**src/rtl/wifi_tx_pkg.sv**
```systemverilog
// Shared constants and read-FSM state type for the WiFi transmit cyclic-prefix path.
package wifi_tx_pkg;

    localparam int unsigned N_FFT    = 64;
    localparam int unsigned CP_LEN   = 16;
    localparam int unsigned CP_START = N_FFT - CP_LEN;

    typedef enum logic [1:0] {
        IDLE = 2'd0,
        CP   = 2'd1,
        BODY = 2'd2
    } cp_state_t;

endpackage

```
**src/rtl/cp_dpram.sv**
```systemverilog
// Simple dual-port RAM: one write port, one synchronous read port; bank select is the address MSB.
module cp_dpram #(
    parameter int unsigned DATA_W = 24,
    parameter int unsigned ADDR_W = 7
) (
    input  logic              clk,
    input  logic              i_wr_en,
    input  logic [ADDR_W-1:0] i_wr_addr,
    input  logic [DATA_W-1:0] i_wr_data,
    input  logic [ADDR_W-1:0] i_rd_addr,
    output logic [DATA_W-1:0] o_rd_data
);

    localparam int unsigned DEPTH = 1 << ADDR_W;

    logic [DATA_W-1:0] r_mem [DEPTH];

    always_ff @(posedge clk) begin
        if (i_wr_en) begin
            r_mem[i_wr_addr] <= i_wr_data;
        end
        o_rd_data <= r_mem[i_rd_addr];
    end

endmodule

```
**src/rtl/wifi_cp_inserter.sv**
```systemverilog
// Cyclic-prefix inserter: ping-pong buffers 64-point IFFT symbols and streams CP(16) + body(64).
// Optional build macro WIFI_CP_WINDOW_EN: CP sample 0 becomes (x[48] + previous x[0]) >>> 1.
module wifi_cp_inserter
    import wifi_tx_pkg::*;
#(
    parameter int unsigned SAMPLE_WIDTH = 12,
    parameter int unsigned INDEX_WIDTH  = 6
) (
    input  logic                    clk,
    input  logic                    reset,
    input  logic [SAMPLE_WIDTH-1:0] data_in_real,
    input  logic [SAMPLE_WIDTH-1:0] data_in_imag,
    input  logic [INDEX_WIDTH-1:0]  index_in,
    input  logic                    valid_in,
    input  logic                    last_symbol_in,
    output logic                    ready_out,
    output logic [SAMPLE_WIDTH-1:0] data_out_real,
    output logic [SAMPLE_WIDTH-1:0] data_out_imag,
    output logic                    valid_out,
    output logic                    symbol_start,
    output logic                    burst_end,
    output logic                    overflow
);

    localparam int unsigned ADDR_W = INDEX_WIDTH + 1;
    localparam int unsigned DATA_W = 2 * SAMPLE_WIDTH;
    localparam logic [INDEX_WIDTH-1:0] LAST_IDX = INDEX_WIDTH'(N_FFT - 1);
    localparam logic [INDEX_WIDTH-1:0] CP_FIRST = INDEX_WIDTH'(CP_START);

    logic                    w_accept;
    logic                    w_done;
    logic                    w_wr_bank_nxt;
    logic [1:0]              w_full_nxt;
    logic [1:0]              r_full;
    logic [1:0]              r_last;
    logic                    r_wr_bank;
    logic                    r_wr_en;
    logic                    r_wr_done;
    logic                    r_wr_lsym;
    logic                    r_wr_tgt;
    logic [ADDR_W-1:0]       r_wr_addr;
    logic [DATA_W-1:0]       r_wr_data;

    cp_state_t               r_state;
    cp_state_t               w_state_nxt;
    logic                    r_rd_bank;
    logic                    w_rd_bank_nxt;
    logic [INDEX_WIDTH-1:0]  r_rd_addr;
    logic [INDEX_WIDTH-1:0]  w_rd_addr_nxt;
    logic                    w_rd_en;
    logic                    w_rd_sop;
    logic                    w_rd_eob;
    logic                    w_free;
    logic                    r_rd_vld;
    logic                    r_rd_sop;
    logic                    r_rd_eob;

    logic [DATA_W-1:0]       w_ram_data;
    logic [SAMPLE_WIDTH-1:0] w_ram_re;
    logic [SAMPLE_WIDTH-1:0] w_ram_im;
    logic [SAMPLE_WIDTH-1:0] w_pre_re;
    logic [SAMPLE_WIDTH-1:0] w_pre_im;

    assign w_accept      = valid_in & ready_out;
    assign w_done        = w_accept & (index_in == LAST_IDX);
    assign w_wr_bank_nxt = r_wr_bank ^ w_done;

    // Reader frees its bank while a completed write marks the other; both apply.
    always_comb begin
        w_full_nxt = r_full;
        if (w_free) begin
            w_full_nxt[r_rd_bank] = 1'b0;
        end
        if (r_wr_done) begin
            w_full_nxt[r_wr_tgt] = 1'b1;
        end
    end

    // Input capture stage: the RAM write and full flag land one cycle after acceptance.
    always_ff @(posedge clk or negedge reset) begin
        if (!reset) begin
            r_wr_en   <= 1'b0;
            r_wr_addr <= '0;
            r_wr_data <= '0;
            r_wr_tgt  <= 1'b0;
            r_wr_lsym <= 1'b0;
            r_wr_done <= 1'b0;
            r_wr_bank <= 1'b0;
            r_full    <= '0;
            r_last    <= '0;
            ready_out <= 1'b1;
            overflow  <= 1'b0;
        end else begin
            r_wr_en <= w_accept;
            if (w_accept) begin
                r_wr_addr <= {r_wr_bank, index_in};
                r_wr_data <= {data_in_real, data_in_imag};
                r_wr_tgt  <= r_wr_bank;
                r_wr_lsym <= last_symbol_in;
            end
            r_wr_done <= w_done;
            r_wr_bank <= w_wr_bank_nxt;
            r_full    <= w_full_nxt;
            if (r_wr_done) begin
                r_last[r_wr_tgt] <= r_wr_lsym;
            end
            ready_out <= !w_full_nxt[w_wr_bank_nxt];
            if (valid_in && !ready_out) begin
                overflow <= 1'b1;
            end
        end
    end

    cp_dpram #(
        .DATA_W (DATA_W),
        .ADDR_W (ADDR_W)
    ) u_ram (
        .clk       (clk),
        .i_wr_en   (r_wr_en),
        .i_wr_addr (r_wr_addr),
        .i_wr_data (r_wr_data),
        .i_rd_addr ({w_rd_bank_nxt, w_rd_addr_nxt}),
        .o_rd_data (w_ram_data)
    );

    // Read sequencer: the next-address terms drive the RAM, so data lands with the state update.
    always_comb begin
        w_state_nxt   = r_state;
        w_rd_addr_nxt = r_rd_addr;
        w_rd_bank_nxt = r_rd_bank;
        w_rd_en       = 1'b0;
        w_rd_sop      = 1'b0;
        w_rd_eob      = 1'b0;
        w_free        = 1'b0;
        case (r_state)
            IDLE: begin
                if (r_full[r_rd_bank]) begin
                    w_state_nxt   = CP;
                    w_rd_addr_nxt = CP_FIRST;
                    w_rd_en       = 1'b1;
                    w_rd_sop      = 1'b1;
                end
            end
            CP: begin
                w_rd_en       = 1'b1;
                w_rd_addr_nxt = INDEX_WIDTH'(r_rd_addr + 1'b1);
                if (r_rd_addr == LAST_IDX) begin
                    w_state_nxt = BODY;
                end
            end
            BODY: begin
                if (r_rd_addr == LAST_IDX) begin
                    w_free        = 1'b1;
                    w_rd_bank_nxt = ~r_rd_bank;
                    if (r_full[~r_rd_bank]) begin
                        w_state_nxt   = CP;
                        w_rd_addr_nxt = CP_FIRST;
                        w_rd_en       = 1'b1;
                        w_rd_sop      = 1'b1;
                    end else begin
                        w_state_nxt = IDLE;
                    end
                end else begin
                    w_rd_en       = 1'b1;
                    w_rd_addr_nxt = INDEX_WIDTH'(r_rd_addr + 1'b1);
                    w_rd_eob      = (w_rd_addr_nxt == LAST_IDX) && r_last[r_rd_bank];
                end
            end
            default: begin
                w_state_nxt = IDLE;
            end
        endcase
    end

    always_ff @(posedge clk or negedge reset) begin
        if (!reset) begin
            r_state   <= IDLE;
            r_rd_bank <= 1'b0;
            r_rd_addr <= '0;
            r_rd_vld  <= 1'b0;
            r_rd_sop  <= 1'b0;
            r_rd_eob  <= 1'b0;
        end else begin
            r_state   <= w_state_nxt;
            r_rd_bank <= w_rd_bank_nxt;
            r_rd_addr <= w_rd_addr_nxt;
            r_rd_vld  <= w_rd_en;
            r_rd_sop  <= w_rd_sop;
            r_rd_eob  <= w_rd_eob;
        end
    end

    assign w_ram_re = w_ram_data[DATA_W-1:SAMPLE_WIDTH];
    assign w_ram_im = w_ram_data[SAMPLE_WIDTH-1:0];

`ifdef WIFI_CP_WINDOW_EN
    logic                    r_rd_body0;
    logic [SAMPLE_WIDTH-1:0] r_prev_re;
    logic [SAMPLE_WIDTH-1:0] r_prev_im;
    logic [SAMPLE_WIDTH:0]   w_sum_re;
    logic [SAMPLE_WIDTH:0]   w_sum_im;

    // Previous symbol's x[0] is held for the boundary window; a burst end restarts from zero.
    always_ff @(posedge clk or negedge reset) begin
        if (!reset) begin
            r_rd_body0 <= 1'b0;
            r_prev_re  <= '0;
            r_prev_im  <= '0;
        end else begin
            r_rd_body0 <= (r_state == CP) && (r_rd_addr == LAST_IDX);
            if (r_rd_eob) begin
                r_prev_re <= '0;
                r_prev_im <= '0;
            end else if (r_rd_body0) begin
                r_prev_re <= w_ram_re;
                r_prev_im <= w_ram_im;
            end
        end
    end

    assign w_sum_re = {w_ram_re[SAMPLE_WIDTH-1], w_ram_re} + {r_prev_re[SAMPLE_WIDTH-1], r_prev_re};
    assign w_sum_im = {w_ram_im[SAMPLE_WIDTH-1], w_ram_im} + {r_prev_im[SAMPLE_WIDTH-1], r_prev_im};
    assign w_pre_re = r_rd_sop ? w_sum_re[SAMPLE_WIDTH:1] : w_ram_re;
    assign w_pre_im = r_rd_sop ? w_sum_im[SAMPLE_WIDTH:1] : w_ram_im;
`else
    assign w_pre_re = w_ram_re;
    assign w_pre_im = w_ram_im;
`endif

    always_ff @(posedge clk or negedge reset) begin
        if (!reset) begin
            valid_out     <= 1'b0;
            data_out_real <= '0;
            data_out_imag <= '0;
            symbol_start  <= 1'b0;
            burst_end     <= 1'b0;
        end else begin
            valid_out     <= r_rd_vld;
            data_out_real <= r_rd_vld ? w_pre_re : '0;
            data_out_imag <= r_rd_vld ? w_pre_im : '0;
            symbol_start  <= r_rd_sop;
            burst_end     <= r_rd_eob;
        end
    end

endmodule

```
**config.mk**
```make
export PLATFORM = sky130hd
export DESIGN_NAME = wifi_cp_inserter
export DESIGN_NICKNAME = d
export VERILOG_FILES = /design/src/rtl/wifi_tx_pkg.sv /design/src/rtl/cp_dpram.sv /design/src/rtl/wifi_cp_inserter.sv
export SDC_FILE = /design/constraint.sdc
export NUM_CORES = 2
export LEC_CHECK = 0
export CELL_PAD_IN_SITES_DETAIL_PLACEMENT = 0
export CELL_PAD_IN_SITES_GLOBAL_PLACEMENT = 2
export CORE_ASPECT_RATIO = 0.8
export CORE_MARGIN = 2
export CORE_UTILIZATION = 45
export CTS_BUF_LIST = sky130_fd_sc_hd__clkbuf_4
export DETAILED_ROUTE_END_ITERATION = 10
export GPL_ROUTABILITY_DRIVEN = 0
export PLACE_DENSITY = 0.66
export SLEW_MARGIN = 20
export SYNTH_ARGS = -nofsm -noshare
export SYNTH_HDL_FRONTEND = slang
export SYNTH_HIERARCHICAL = 1
export SYNTH_SLANG_ARGS = --single-unit
```
**constraint.sdc**
```tcl
create_clock -name clk -period 6 [get_ports clk]
set_clock_uncertainty 0.1 [all_clocks]
set_input_delay 0.9 -clock clk [delete_from_list [all_inputs] [get_ports clk]]
set_output_delay 0.9 -clock clk [all_outputs]
set_load 0.01 [all_outputs]
```
=== Word level (Yosys, flattened, before mapping) ===
Memory sizes are Yosys's and may differ from the RTL's. A register that Yosys moved wholly into a read port is not among the register bits.
Index checks and enable logic that the tools add are counted.

* Mux-type cells: 40
* Add/sub/neg operators: 1
* Reductions and logical operators: 8
* Eq/ne operators: 8
* Bitwise logic cells: 7
* Order comparisons: 6

{| class="wikitable"
|+ Operator list
! operator !! number
|-
| $mux 12 || 2
|-
| $mux 1 || 23
|-
| $eq 6x6->1 const B || 3
|-
| $mux 6 || 3
|-
| $pmux 6 s3 || 1
|-
| $mux 2 || 5
|-
| $lt 1x2->1 const B || 4
|-
| $add 6x1->6 const B || 1
|-
| $ne 2x2->1 const B || 3
|-
| $pmux 2 s3 || 1
|-
| $logic_and 1x1->1 || 4
|-
| $pmux 1 s3 || 1
|-
| $reduce_and 3->1 || 1
|-
| $and 1x1->1 || 2
|-
| $and 2x2->2 || 1
|-
| $bwmux 2 || 1
|-
| $demux 1 s1 || 2
|-
| $eq 2x1->1 const B || 1
|-
| $eq 2x2->1 const B || 1
|-
| $ge 1x1->1 const B || 2
|-
| $logic_not 1->1 || 2
|-
| $logic_not 2->1 || 1
|-
| $not 2->2 || 1
|-
| $or 2x2->2 || 1
|-
| 3 further kinds || 3
|}

* Output and inout port bits: 29
* Memories kept: 1
* Memory bits (writable): 3,072
* Bits of input ports: 34
* Logic and storage cells: 93
* Bits in registers: 81

{| class="wikitable"
|+ Memories
! memory !! words !! bits a word !! read ports !! clocked after memory_dff !! wr ports !! line !! source
|-
| u_ram.r_mem || 128 || 24 || 1 || 1 || 1 || cp_dpram.sv:16 || <nowiki>logic [DATA_W-1:0] r_mem [DEPTH];</nowiki>
|}

=== Longest topological paths before layout ===
* Depth in word-level cells: 12
* Depth in mapped cells: 13
* Gate-level depth less buffers: 9

=== Hierarchy ===
Netlist, hierarchy kept.

{| class="wikitable"
|+ By module, submodules not included
! module !! times used !! cells an instance !! area each (um^2)
|-
| cp_dpram || 1 || 4,538 || 117,381.3
|-
| wifi_cp_inserter || 1 || 227 || 3,116.7
|}

=== Least setup slack after synthesis ===
OpenSTA, ideal clock, no wires.

* Path type: register -> register
* Start point: reg r_rd_addr[0]
* End point: reg u_ram.o_rd_data[10], read port of u_ram.r_mem
* Arrival: 3.987 ns
* Stages on the path, launching flop included: 13
* Required time: 5.779 ns
* Clock period less this slack: 4.208 ns
* Slack: 1.792 ns
* Path buffers: 3
* Library setup time: 0.121 ns
* Cell sequence: dfrtp_1 > ha_1 > and3_4 > a41oi_2 > o221a_4 > a21oi_1 > clkbuf_1 > clkbuf_1 > buf_1 > mux4_2 > mux4_2 > mux4_2 > mux2_2

* Cells in the longest elaborated chain, start to end: 3
* Elaborated cells between the ends (all ways): 8

{| class="wikitable"
|+ RTL lines
! what !! line !! source
|-
| start, declared || wifi_cp_inserter.sv:48 || <nowiki>logic [INDEX_WIDTH-1:0] r_rd_addr;</nowiki>
|-
| start signal, assigned || wifi_cp_inserter.sv:186 || <nowiki>r_rd_addr <= w_rd_addr_nxt;</nowiki>
|-
| $add 6x1->6 or $eq 6x6->1 (tied branches) || wifi_cp_inserter.sv:146, wifi_cp_inserter.sv:165, wifi_cp_inserter.sv:152 ||
|-
| $mux 6 || wifi_cp_inserter.sv:152 || <nowiki>if (r_rd_addr == LAST_IDX) begin</nowiki>
|-
| $pmux 6 s3 (*) || wifi_cp_inserter.sv:135 || <nowiki>case (r_state)</nowiki>
|-
| net w_rd_addr_nxt[2] || wifi_cp_inserter.sv:49 || <nowiki>logic [INDEX_WIDTH-1:0] w_rd_addr_nxt;</nowiki>
|-
| end, declared || cp_dpram.sv:11 || <nowiki>output logic [DATA_W-1:0] o_rd_data</nowiki>
|}

Mark *: on every way through the listed nets, which the timed path passes. The rest lies on a longest branch.
A chain may end at the register's enable or synchronous reset.

=== Worst setup path after layout ===
* Start point: reg r_rd_addr[0]
* End point: reg u_ram.o_rd_data[11], read port of u_ram.r_mem

* Cells in the longest elaborated chain, start to end: 3
* Elaborated cells between the ends (all ways): 8

{| class="wikitable"
|+ RTL lines
! what !! line
|-
| $add 6x1->6, or another cell as far along || wifi_cp_inserter.sv:146, wifi_cp_inserter.sv:165
|-
| $mux 6 || wifi_cp_inserter.sv:152
|-
| $pmux 6 s3 (*) || wifi_cp_inserter.sv:135
|-
| net w_rd_addr_nxt[0] || wifi_cp_inserter.sv:49
|}

Marked as above.

==> results.yml <==
logic_synthesis:
  ys_types: 47
  ys_ff_latch: 3176
  synth_nets: 4801
  netlist_area_sq_um: 120000
  synth_top_area_share_pct: 76.6
  ys.warnings.count: 6
  synthTopCellsByArea: "edfxtp_1 77%, mux4_2 19%, dfrtp_1 1.6%"
  ys.flop_type: "edfxtp_1"
  yosysMostFrequentCell: "edfxtp_1"
  async_flop_share_pct: 2.52
  synth_edf_count: 3072
  synth_area_per_cell_sq_um: 25.3
  synth_largest_area_cell: "edfxtp_1"
  seq_area_frac_synth_pct: 78.6
  netlist_top_cells_count: "3072 x edfxtp_1, 1008 x mux4_2, 153 x clkbuf_1, 129 x nor2_1, 79 x dfrtp_1"
  syn_inst: 4765
placement:
  portBuffers: 62
  place_area_sq_um: 128000
  hpwlAfterDp_mm: 191
global_routing:
  grt_max_degree: 105
  grtUsageTotal_pct: 24.7
  grt_first_pass_wirelength_mm: 463
  grt.overflow.total: 0
  antenna_found_initial: 41
  grt_pass1_vias: 58600
layout:
  seq_area_sq_um: 94800
  multiInputGateArea_sq_um: 25800
  layout-drive-gt1-share_pct: 43.3
  area_growth_pct: 15.1
  nFillCells: 20600
  post-route-cell-area_sq_um: 139000
  fin_util_pct: 52.2
  final_nets: 5653
sta:
  period_needed_ns: 5.10
  slew-limit-headroom_pct: 22.2
  setup_violations: 0
  holdWs_ns: 0.216
  rsz0062_at_grt: "false"
  finalMaxSlewViolations: 0
  worstMarginPinSlew_ns: 1.16
  fmax_mhz: 196
  finalCritPeriodShare_pct: 85.0
  finalHoldViolCount: 0
  finalSetupTns_ns: 0
worst_setup_path:
  required_ns: 7.13
  cp_slowest_cell: "mux4_2"
  cpPeakStageDelay_ns: 0.62
  path_cells: "ha_1, and3_4, a41oi_2, o221a_4, a21oi_4, buf_12, buf_12, mux4_2, mux4_2, mux4_2, mux2_2"
  crit_top_cell: "mux4_2"
  path_max_fanout: 76
  end_kind: "flip-flop"
  crit_arrival_ns: 6.23
  critPathKind: "reg -> reg"
  start_kind: "flip-flop"
floorplanning:
  fp.coreArea_sq_um: 266000
  die_h_um: 467
  chipWidth_um: 583
  start_util_pct: 45.3
  ios: 63
  rows: 169
  die_area_sq_um: 272000
power_and_ir_drop:
  power.density_nw_per_um2: 524
  power_w: 0.0727
  p_leak_nw: 43.6
  peakVddDrop_mv: 0.642
routing:
  dr.pass1.iters: 7
  drtIter0Drc: 7843
  wl_met3_mm: 32.6
  routed_wirelength_mm: 336
  highest_layer: "met5"
  route.detailed.drc: 0
  routed-wl-met2_mm: 151
  detail_route.wl_per_cell_um: 34.7
  vias: 58900
  drt-met1-wl_mm: 145
  vias_per_cell: 6.08
  antenna_left: 0
clocking:
  hold_buffers: 27
  cts_tree: "done"
  clock_latency_ns: 1.38
  cts_buffers: 766
  clk_pin_slew_ns: 0.07
  ctsResizeCount: 0
  clk_path_buf_depth: 4
  cts.sinks: 3176
  post_cts_buffers: 0
  cts_root_buffer: "clkbuf_4"
  htree_levels: 6
run_status:
  status: "finished, final reports clean"
hold_path:
  min_path_type: "in -> reg"
flow_run:
  maxCapViolCount: 0
## area by class of cell
class                           instances  area share, %
Inverter                                6         0.0162
Multi-Input combinational cell       1335           18.6
Antenna cell                           25         0.0451
Timing Repair Buffer                  332           2.82
Sequential cell                      3176           68.4
Tap cell                             3505           3.16
Clock buffer                         1139           6.17
Clock inverter                        185          0.808
## cell usage in the layout (no fill, tap or decap), types with 26 or more instances in the layout
master	n
buf_12	50
buf_16	27
buf_4	162
clkbuf_4	1139
clkdlybuf4s50_1	61
clkinv_1	137
dfrtp_1	55
dlygate4sd3_1	26
edfxtp_1	3072
mux2_2	57
mux4_2	1008
nor2_4	119
## power breakdown
group / leakage, nW / internal, W / switching [W]
clock: 5.77 / 0.00922 / 0.00849
combinational: 9.07 / 0.0123 / 0.0152
sequential: 28.8 / 0.0263 / 0.00118
## registers in the layout (all words and copies together), names as in the netlist, 2 cells and up
name / flops
r_last: 2
r_wr_data: 24
r_rd_addr: 6
r_full: 2
data_out_imag: 12
r_wr_addr: 6
data_out_real: 12
u_ram/r_mem: 3072
r_state: 2
u_ram/o_rd_data: 24
## routing by layer
metal | up-vias | track usage (%)
met3 | 430 | 5.71
met1 | 32400 | 37.6
li1 | 23000 | -
met4 | 10 | 6.85
met2 | 3071 | 36.0
met5 | - | 0
## metrics by stage
step           setup slack (ns)  cells
3_3_place_gp              0.882   8282
4_1_cts                   0.880   9663
6_report                  0.897   9703
3_5_place_dp              0.911   8312
5_1_grt                   0.668   9683
2_1_floorplan              1.79   4765
## worst paths after layout
kind / start / to / slack (ns) / cells past startpoint
setup / recovery: r_rd_addr[0] / u_ram/o_rd_data[11] / 0.90 / 11
hold / removal: last_symbol_in / r_wr_lsym / 0.22 / 2
setup reg to reg: r_rd_addr[0] / u_ram/o_rd_data[11] / 0.90 / 11
hold reg to reg: r_rd_sop / symbol_start / 0.25 / 0
max in group asynchronous: reset / r_wr_data[22] / 4.32 / 4
min in group asynchronous: reset / r_wr_addr[0] / 0.54 / 4
## critical path, delay by kind of cell, from the launching register on
| kind | cells | cell delay (ns) |
|---|---|---|
| AO/OA/AOI/OAI | 3 | 0.73 |
| AND/OR/NAND/NOR | 1 | 0.24 |
| buffers and inverters | 2 | 0.80 |
| multiplexers | 4 | 2.14 |
| adder cells (fa/ha/maj) | 1 | 0.29 |
| flip-flops | 1 | 0.48 |
## kinds of logic after synthesis
group | after synthesis | synth area share, %
simple gates | 236 | 0.896
mux | 1069 | 19.4
flops | 3176 | 78.6
buf+inv | 254 | 0.876
fa+ha+maj | 2 | 0.0208
compound gates | 24 | 0.155
xor+xnor | 4 | 0.0291
Note: power is estimated with default switching activity, not from simulation.
